### src/rtl/wb_initiator_pkg.sv
// Shared state encoding and bus widths for the fabric-side Wishbone initiator.
package wb_initiator_pkg;

    localparam int WB_ADR_W = 17;
    localparam int WB_DAT_W = 32;
    localparam int WB_SEL_W = 4;
    localparam int TO_CNT_W = 10;

    typedef enum logic [1:0] {
        IDLE = 2'd0,
        BUS  = 2'd1,
        RESP = 2'd2
    } state_e;

endpackage

### src/rtl/wb_ack_timeout.sv
// Saturating ACK-wait counter: counts bus cycles without ACK and flags when the limit is reached.
module wb_ack_timeout
    import wb_initiator_pkg::*;
(
    input  logic                clk,
    input  logic                rst_n,
    input  logic                clear_i,
    input  logic                enable_i,
    input  logic [TO_CNT_W-1:0] limit_i,
    output logic                expired_o
);

    logic [TO_CNT_W-1:0] cnt_q;
    logic [TO_CNT_W-1:0] cnt_d;

    assign expired_o = (cnt_q == limit_i);

    // NOTE: assign the default first so every path through always_comb drives cnt_d and no latch is inferred.
    always_comb begin
        cnt_d = cnt_q;
        if (clear_i) begin
            cnt_d = '0;
        end else if (enable_i && !expired_o) begin
            cnt_d = cnt_q + 1'b1;
        end
    end

    // NOTE: sequential state uses non-blocking assignments so every flop samples pre-edge values.
    always_ff @(posedge clk) begin
        if (!rst_n) begin
            cnt_q <= '0;
        end else begin
            cnt_q <= cnt_d;
        end
    end

endmodule

### src/rtl/wb_initiator_seq.sv
// Single-outstanding Wishbone initiator: valid/ready command in, one bus beat with ACK timeout,
// valid/ready response out. Every output comes straight from a flop.
module wb_initiator_seq
    import wb_initiator_pkg::*;
#(
    parameter int unsigned TIMEOUT_CYCLES = 255
) (
    input  logic                WB_CLK,
    input  logic                WB_RST_N,
    input  logic                Cmd_Valid,
    output logic                Cmd_Ready,
    input  logic [WB_ADR_W-1:0] Cmd_Addr,
    input  logic [WB_DAT_W-1:0] Cmd_Wdata,
    input  logic [WB_SEL_W-1:0] Cmd_Byte_Stb,
    input  logic                Cmd_We,
    output logic [WB_ADR_W-1:0] WBm_ADR,
    output logic                WBm_CYC,
    output logic                WBm_STB,
    output logic                WBm_WE,
    output logic                WBm_RD,
    output logic [WB_SEL_W-1:0] WBm_BYTE_STB,
    output logic [WB_DAT_W-1:0] WBm_WR_DAT,
    input  logic [WB_DAT_W-1:0] WBm_RD_DAT,
    input  logic                WBm_ACK,
    output logic                Rsp_Valid,
    input  logic                Rsp_Ready,
    output logic [WB_DAT_W-1:0] Rsp_Rdata,
    output logic                Rsp_Err,
    output logic                Rsp_We
);

    state_e              state_q;
    logic                cmd_ready_q;
    logic                cyc_q;
    logic                we_q;
    logic                rd_q;
    logic [WB_ADR_W-1:0] adr_q;
    logic [WB_SEL_W-1:0] sel_q;
    logic [WB_DAT_W-1:0] wdat_q;
    logic                rsp_valid_q;
    logic [WB_DAT_W-1:0] rsp_rdata_q;
    logic                rsp_err_q;
    logic                rsp_we_q;
    logic                expired;

    // Counter is held at zero while idle, so it starts from zero on the first BUS cycle.
    wb_ack_timeout u_ack_timeout (
        .clk       (WB_CLK),
        .rst_n     (WB_RST_N),
        .clear_i   (state_q == IDLE),
        .enable_i  ((state_q == BUS) && !WBm_ACK),
        .limit_i   (TO_CNT_W'(TIMEOUT_CYCLES)),
        .expired_o (expired)
    );

    always_ff @(posedge WB_CLK) begin
        if (!WB_RST_N) begin
            state_q     <= IDLE;
            cmd_ready_q <= 1'b1;
            cyc_q       <= 1'b0;
            we_q        <= 1'b0;
            rd_q        <= 1'b0;
            adr_q       <= '0;
            sel_q       <= '0;
            wdat_q      <= '0;
            rsp_valid_q <= 1'b0;
            rsp_rdata_q <= '0;
            rsp_err_q   <= 1'b0;
            rsp_we_q    <= 1'b0;
        end else begin
            case (state_q)
                IDLE: begin
                    if (Cmd_Valid) begin
                        state_q     <= BUS;
                        cmd_ready_q <= 1'b0;
                        cyc_q       <= 1'b1;
                        we_q        <= Cmd_We;
                        rd_q        <= ~Cmd_We;
                        adr_q       <= Cmd_Addr;
                        sel_q       <= Cmd_Byte_Stb;
                        wdat_q      <= Cmd_Wdata;
                    end
                end
                BUS: begin
                    // ACK wins over a timeout reached in the same cycle.
                    if (WBm_ACK || expired) begin
                        state_q     <= RESP;
                        cyc_q       <= 1'b0;
                        rd_q        <= 1'b0;
                        rsp_valid_q <= 1'b1;
                        rsp_we_q    <= we_q;
                        rsp_err_q   <= ~WBm_ACK;
                        rsp_rdata_q <= (WBm_ACK && !we_q) ? WBm_RD_DAT : '0;
                    end
                end
                RESP: begin
                    if (Rsp_Ready) begin
                        state_q     <= IDLE;
                        rsp_valid_q <= 1'b0;
                        cmd_ready_q <= 1'b1;
                    end
                end
                default: begin
                    state_q     <= IDLE;
                    cmd_ready_q <= 1'b1;
                end
            endcase
        end
    end

    assign Cmd_Ready    = cmd_ready_q;
    assign WBm_ADR      = adr_q;
    assign WBm_CYC      = cyc_q;
    assign WBm_STB      = cyc_q;
    assign WBm_WE       = we_q;
    assign WBm_RD       = rd_q;
    assign WBm_BYTE_STB = sel_q;
    assign WBm_WR_DAT   = wdat_q;
    assign Rsp_Valid    = rsp_valid_q;
    assign Rsp_Rdata    = rsp_rdata_q;
    assign Rsp_Err      = rsp_err_q;
    assign Rsp_We       = rsp_we_q;

endmodule

### config.mk
export PLATFORM = sky130hd
export DESIGN_NAME = wb_initiator_seq
export DESIGN_NICKNAME = d
export VERILOG_FILES = /design/src/rtl/wb_initiator_pkg.sv /design/src/rtl/wb_ack_timeout.sv /design/src/rtl/wb_initiator_seq.sv
export SDC_FILE = /design/constraint.sdc
export NUM_CORES = 1
export LEC_CHECK = 0
export BUFFER_PORTS_ARGS = -buffer_cell sky130_fd_sc_hd__buf_4
export CORE_ASPECT_RATIO = 1.75
export CORE_MARGIN = 3
export CORE_UTILIZATION = 50
export DETAILED_ROUTE_END_ITERATION = 10
export PLACE_DENSITY = 0.88
export REMOVE_ABC_BUFFERS = 1
export SYNTH_ARGS = -nofsm -noshare
export SYNTH_HDL_FRONTEND = slang
export SYNTH_SLANG_ARGS = --single-unit
### constraint.sdc
create_clock -name WB_CLK -period 3.8 [get_ports WB_CLK]
set_clock_uncertainty 0.1 [all_clocks]
set_input_delay 0.76 -clock WB_CLK [delete_from_list [all_inputs] [get_ports WB_CLK]]
set_output_delay 0.76 -clock WB_CLK [all_outputs]
set_load 0.01 [all_outputs]
Word level (Yosys, flattened, before mapping):

Index checks and enable logic that the tools add are counted.

* input bits: 91
* output and inout bits: 93
* logic and storage cells: 57
* register bits after elaboration: 104

* bitwise gates (word level): 4
* equality and inequality tests: 6
* reduce and logical (&&, ||, !) cells: 17
* muxes and demuxes: 16
* add/subtract/negate cells: 1

Operator list (count)
* $mux W32: 1
* $reduce_and A3 Y1: 4
* $add A10 B1 Y10 const B: 1
* $eq A10 B8 Y1 const B: 1
* $mux W1: 7
* $mux W2: 3
* $pmux W1 S2: 3
* $pmux W2 S3: 1
* $ne A2 B2 Y1 const B: 2
* $not A1 Y1: 4
* $reduce_and A2 Y1: 2
* $reduce_bool A2 Y1: 2
* $logic_and A1 B1 Y1: 3
* $logic_not A1 Y1: 3
* $pmux W1 S3: 1
* $eq A2 B1 Y1 const B: 1
* $eq A2 B2 Y1 const B: 1
* $logic_not A2 Y1: 1
* $ne A2 B1 Y1 const B: 1
* $reduce_or A2 Y1: 1
* $logic_or A1 B1 Y1: 1

Depth between registers and ports, before layout:

* depth in word-level cells: 4
* mapped depth: 6
* gate-level depth less buffers: 5

Hierarchy:

A second synthesis with hierarchy kept.

* cell total of the unflattened synthesis: 495
* area, all modules: 4152.7 sq um

By module, submodules not included
* wb_initiator_seq: cells an instance 426, area each 3544.6 sq um, sequential area each 1881.8 sq um, instances 1
* wb_ack_timeout: cells an instance 69, area each 608.1 sq um, sequential area each 200.2 sq um, instances 1

Least setup slack after synthesis:

OpenSTA, ideal clock, no wires.

* path kind: input port to flip-flop
* from: in Cmd_Valid
* to: reg cmd_ready_q (netlist: Cmd_Ready)
* arrival time: 1754 ps
* buffers on the path: 2
* path slack: 1820 ps
* stages on the path: 5
* setup time: 126 ps
* required time: 3574 ps
* cell sequence: or3b_2 > clkbuf_1 > clkbuf_1 > o21ai_0 > nand2_1

* word-level cells in the longest chain between the ends: 2

RTL lines
* from (decl): line wb_initiator_seq.sv:10 `input logic Cmd_Valid,`
* $ne A2 B2 Y1 (no source line)
* $reduce_and A3 Y1 (no source line)
* to (signal assigned): line wb_initiator_seq.sv:59 `cmd_ready_q <= 1'b1;`
* to (signal assigned): line wb_initiator_seq.sv:75 `cmd_ready_q <= 1'b0;`
* to (signal assigned): line wb_initiator_seq.sv:100 `cmd_ready_q <= 1'b1;`
* to (decl): line wb_initiator_seq.sv:33 `logic cmd_ready_q;`

Every way passes these cells.
A chain may end at the register's enable or synchronous reset.

Worst setup path in the final report:

* from: reg u_ack_timeout.cnt_q[0]
* to: reg u_ack_timeout.cnt_q[4]

* word-level cells in the longest chain between the ends: 3
* elaborated cells on any way between the ends: 4
* those cells by class: 1 x add/sub; 1 x eq/ne; 2 x reduce/logical

RTL lines
* from (decl): line wb_ack_timeout.sv:13 `logic [TO_CNT_W-1:0] cnt_q;`
* from (signal assigned): line wb_ack_timeout.sv:33 `cnt_q <= cnt_d;`
* branches (longest 3 deep; another with $add A10 B1 Y10)

Parallel ways; which one is timed is not known.

==> impl_metrics.tcl <==
set metrics [dict create \
    status "finished, final reports clean" \
    crit_chain "ha_1 > or3b_1 > o31ai_1 > o21ai_0 > a21oi_1" \
    path_buf_inv 0 \
    dpl_cell_area_um2 5330 \
    syn_to_final_growth_pct 42.3 \
    drt_wl_total_mm 11.0 \
    final_area_um2 5630 \
    die_w_um 73.2 \
    synth.most_common_cell "nand2_1" \
    ys_top_cells_by_area "dfxtp_1 53%, nand2_1 14%, a21boi_0 10%" \
    synth_warnings 0 \
    fmax_ghz 0.380 \
    synthFlopType "dfxtp_1" \
    power.total_mw 2.43 \
    cap_violations 0 \
    crit_arrival_ps 2800 \
    antenna_found_initial 0 \
    clock_path_buffers 2 \
    cts_tree "built" \
    synth_seq_cells 104 \
    drt_iter0_markers 308 \
    cp_num_cells 5 \
    nNetsFinal 727 \
    drc 0 \
    endpoint_kind "flip-flop" \
    hold_path.class "flip-flop to flip-flop" \
    n_antenna_cell 0 \
    cts-buffers-inserted 9 \
    hold_start "Rsp_We" \
    grt_max_degree 98 \
    finalHoldViolCount 0 \
    grt_pass1_vias 3609 \
    r2r_start "u_ack_timeout.cnt_q[0]" \
    drive_above_1_share 0.322 \
    dp.cells 712 \
    grt_overflow 0 \
    p_per_area_nw_per_um2 432 \
    cp-startpoint "u_ack_timeout.cnt_q[0]" \
    r2r_cells 5 \
    cp_max_fo 11 \
    core_um2 7620 \
    clk_latency_ps 340 \
    num_vias 3843 \
    syn_area_um2 3950 \
    ff2ff_setup_slack_ps 1170 \
    num_rows 42 \
    avgViaCountPerCell 5.28 \
    leakage_nw 2.43 \
    synth_top_cells_by_count "150 x nand2_1, 104 x dfxtp_1, 54 x a21boi_0" \
    drtAntennaViolNets 0 \
    post_cts_buffers 0 \
    register_area_um2 2080 \
    setup_violations 0 \
    boundaryPins 184 \
    wire_per_inst_um 15.2 \
    die_h_um 124 \
    ctsHoldBuffers 0 \
    cp_top_family "compound AO/OA/AOI/OAI gates" \
    dp_hpwl_mm 8.00 \
    rsz0062_at_grt "no" \
    grt_pass1_wl_mm 16.7 \
    nFillCells 579 \
    hold_slack_ps 360 \
    cts_max_level 3 \
    grt.total_usage 0.239 \
    worstSetupEndpoint "u_ack_timeout.cnt_q[4]" \
    drt_first_pass_iters 4 \
    start_kind "flip-flop" \
    place.gp.congestion 0.806 \
    max-vdd-ir-drop_mv 0.349 \
    crit_type "flip-flop to flip-flop" \
    dieArea_um2 9050 \
    seq_area_frac_synth 0.527 \
    slowest_delay_ps 920 \
    synthArstFlopShare 0 \
    synth.avg_cell_area_um2 8.36 \
    path_clk_slew_ps 70 \
    start_util 0.519 \
    synth_cells 473 \
    slew_headroom 0.250 \
    synth_cell_type_count 36 \
    period_share 0.693 \
    cts.sinks 104 \
    synth_edf_count 0 \
    yosys.area.top_type "dfxtp_1" \
    cts_resized 0 \
    multiInputGateArea_um2 1720 \
    cts-root-buf "clkbuf_16" \
    fin_cells 728 \
    crit_required_ps 3970 \
    critPathSlowestCell "o31ai_1" \
    fin_tns_setup_ps 0 \
    io_buffers 183 \
    worst_slew_pin_slew_ps 1130 \
    slew_viol_final 0 \
    min_period_ps 2630 \
    synth_top_area_share 0.527 \
    r2r_end "u_ack_timeout.cnt_q[4]" \
]
==> layer usage <==
metal / share of wire / vias up / routed length (µm) / track usage
met5: 0 / - / 0 / 0
met4: 0.041 / 0 / 456 / 0.140
met3: 0.062 / 32 / 689 / 0.0517
li1: - / 1902 / - / -
met2: 0.54 / 153 / 5910 / 0.426
met1: 0.36 / 1756 / 3980 / 0.251
==> state kept, by name (all words and copies together), names as in the netlist <==
| register | cells |
|---|---|
| Rsp_Rdata | 32 |
| WBm_WE | 1 |
| WBm_RD | 1 |
| Rsp_We | 1 |
| WBm_ADR | 17 |
| WBm_BYTE_STB | 4 |
| u_ack_timeout.cnt_q | 10 |
| state_q | 2 |
| WBm_CYC | 1 |
| WBm_WR_DAT | 32 |
| Cmd_Ready | 1 |
| Rsp_Err | 1 |
| Rsp_Valid | 1 |
==> worst min path at each step <==
stage / to / slack [ps] / cells past startpoint
final: Rsp_We / 360 / 2
after CTS: Rsp_Rdata[2] / 360 / 2
after floorplan: u_ack_timeout.cnt_q[5] / 350 / 2
after global placement: Rsp_Rdata[14] / 340 / 2
after global routing: Rsp_We / 390 / 2
after detailed placement: Rsp_Rdata[2] / 350 / 2
==> per-stage QoR <==
| step | utilization | worst slack, ps |
|---|---|---|
| CTS | 0.738 | 1190 |
| global placement | 0.699 | 1360 |
| floorplan | - | 646 |
| finish | 0.738 | 1170 |
| global route | 0.738 | 975 |
| detailed placement | 0.699 | 1230 |
==> cells in the final DEF, fill, tap and decap left out, types with 2 or more instances in the layout <==
cell / Yosys / layout
nand2b_1: 4 / 4
nor2b_1: 2 / 2
nor4_1: 2 / 2
dfxtp_1: 104 / 104
clkbuf_16: 0 / 9
or4_1: 2 / 2
o21ai_0: 39 / 39
nand3_1: 37 / 37
clkbuf_8: 0 / 2
buf_4: 2 / 187
or3_1: 2 / 2
o31ai_1: 3 / 3
a21boi_0: 54 / 54
nand2_1: 150 / 150
inv_1: 2 / 2
clkinv_2: 0 / 2
a21oi_1: 6 / 6
nand3b_1: 2 / 2
or3b_1: 2 / 2
nor2_1: 7 / 5
clkbuf_1: 27 / 2
xnor2_1: 2 / 2
o21a_1: 2 / 2
==> final cells by class <==
| class | count | share of cell area |
|---|---|---|
| repair buffers | 187 | 0.250 |
| multi-input cells | 331 | 0.306 |
| inverters | 2 | 0.00133 |
| clock buffers | 13 | 0.0463 |
| flip-flops and latches | 104 | 0.370 |
| clock inverters | 3 | 0.00712 |
| well taps | 88 | 0.0196 |
==> tightest hold or removal path: cells and delay by family (launching register included) <==
kind	cells	cell delay [ps]
compound gates	1	60
flops	1	310
simple gates	1	50
==> cell families (layout without fill, tap and decap cells) <==
kind of cell | Yosys count | after routing | synth area share
buffers and inverters | 38 | 205 | 0.0402
DFF | 104 | 104 | 0.527
and+or+nand+nor | 216 | 216 | 0.235
xor gates and xnor gates | 3 | 3 | 0.00665
AOI/OAI and AO/OA | 110 | 110 | 0.186
muxes | 1 | 1 | 0.00253
adders and majority gates | 1 | 1 | 0.00316
==> power breakdown <==
group / internal (mW) / switching (mW)
Combinational: 0.167 / 0.166
Clock: 0.545 / 0.378
Sequential: 1.14 / 0.0339
(Power assumes the default switching activity.)
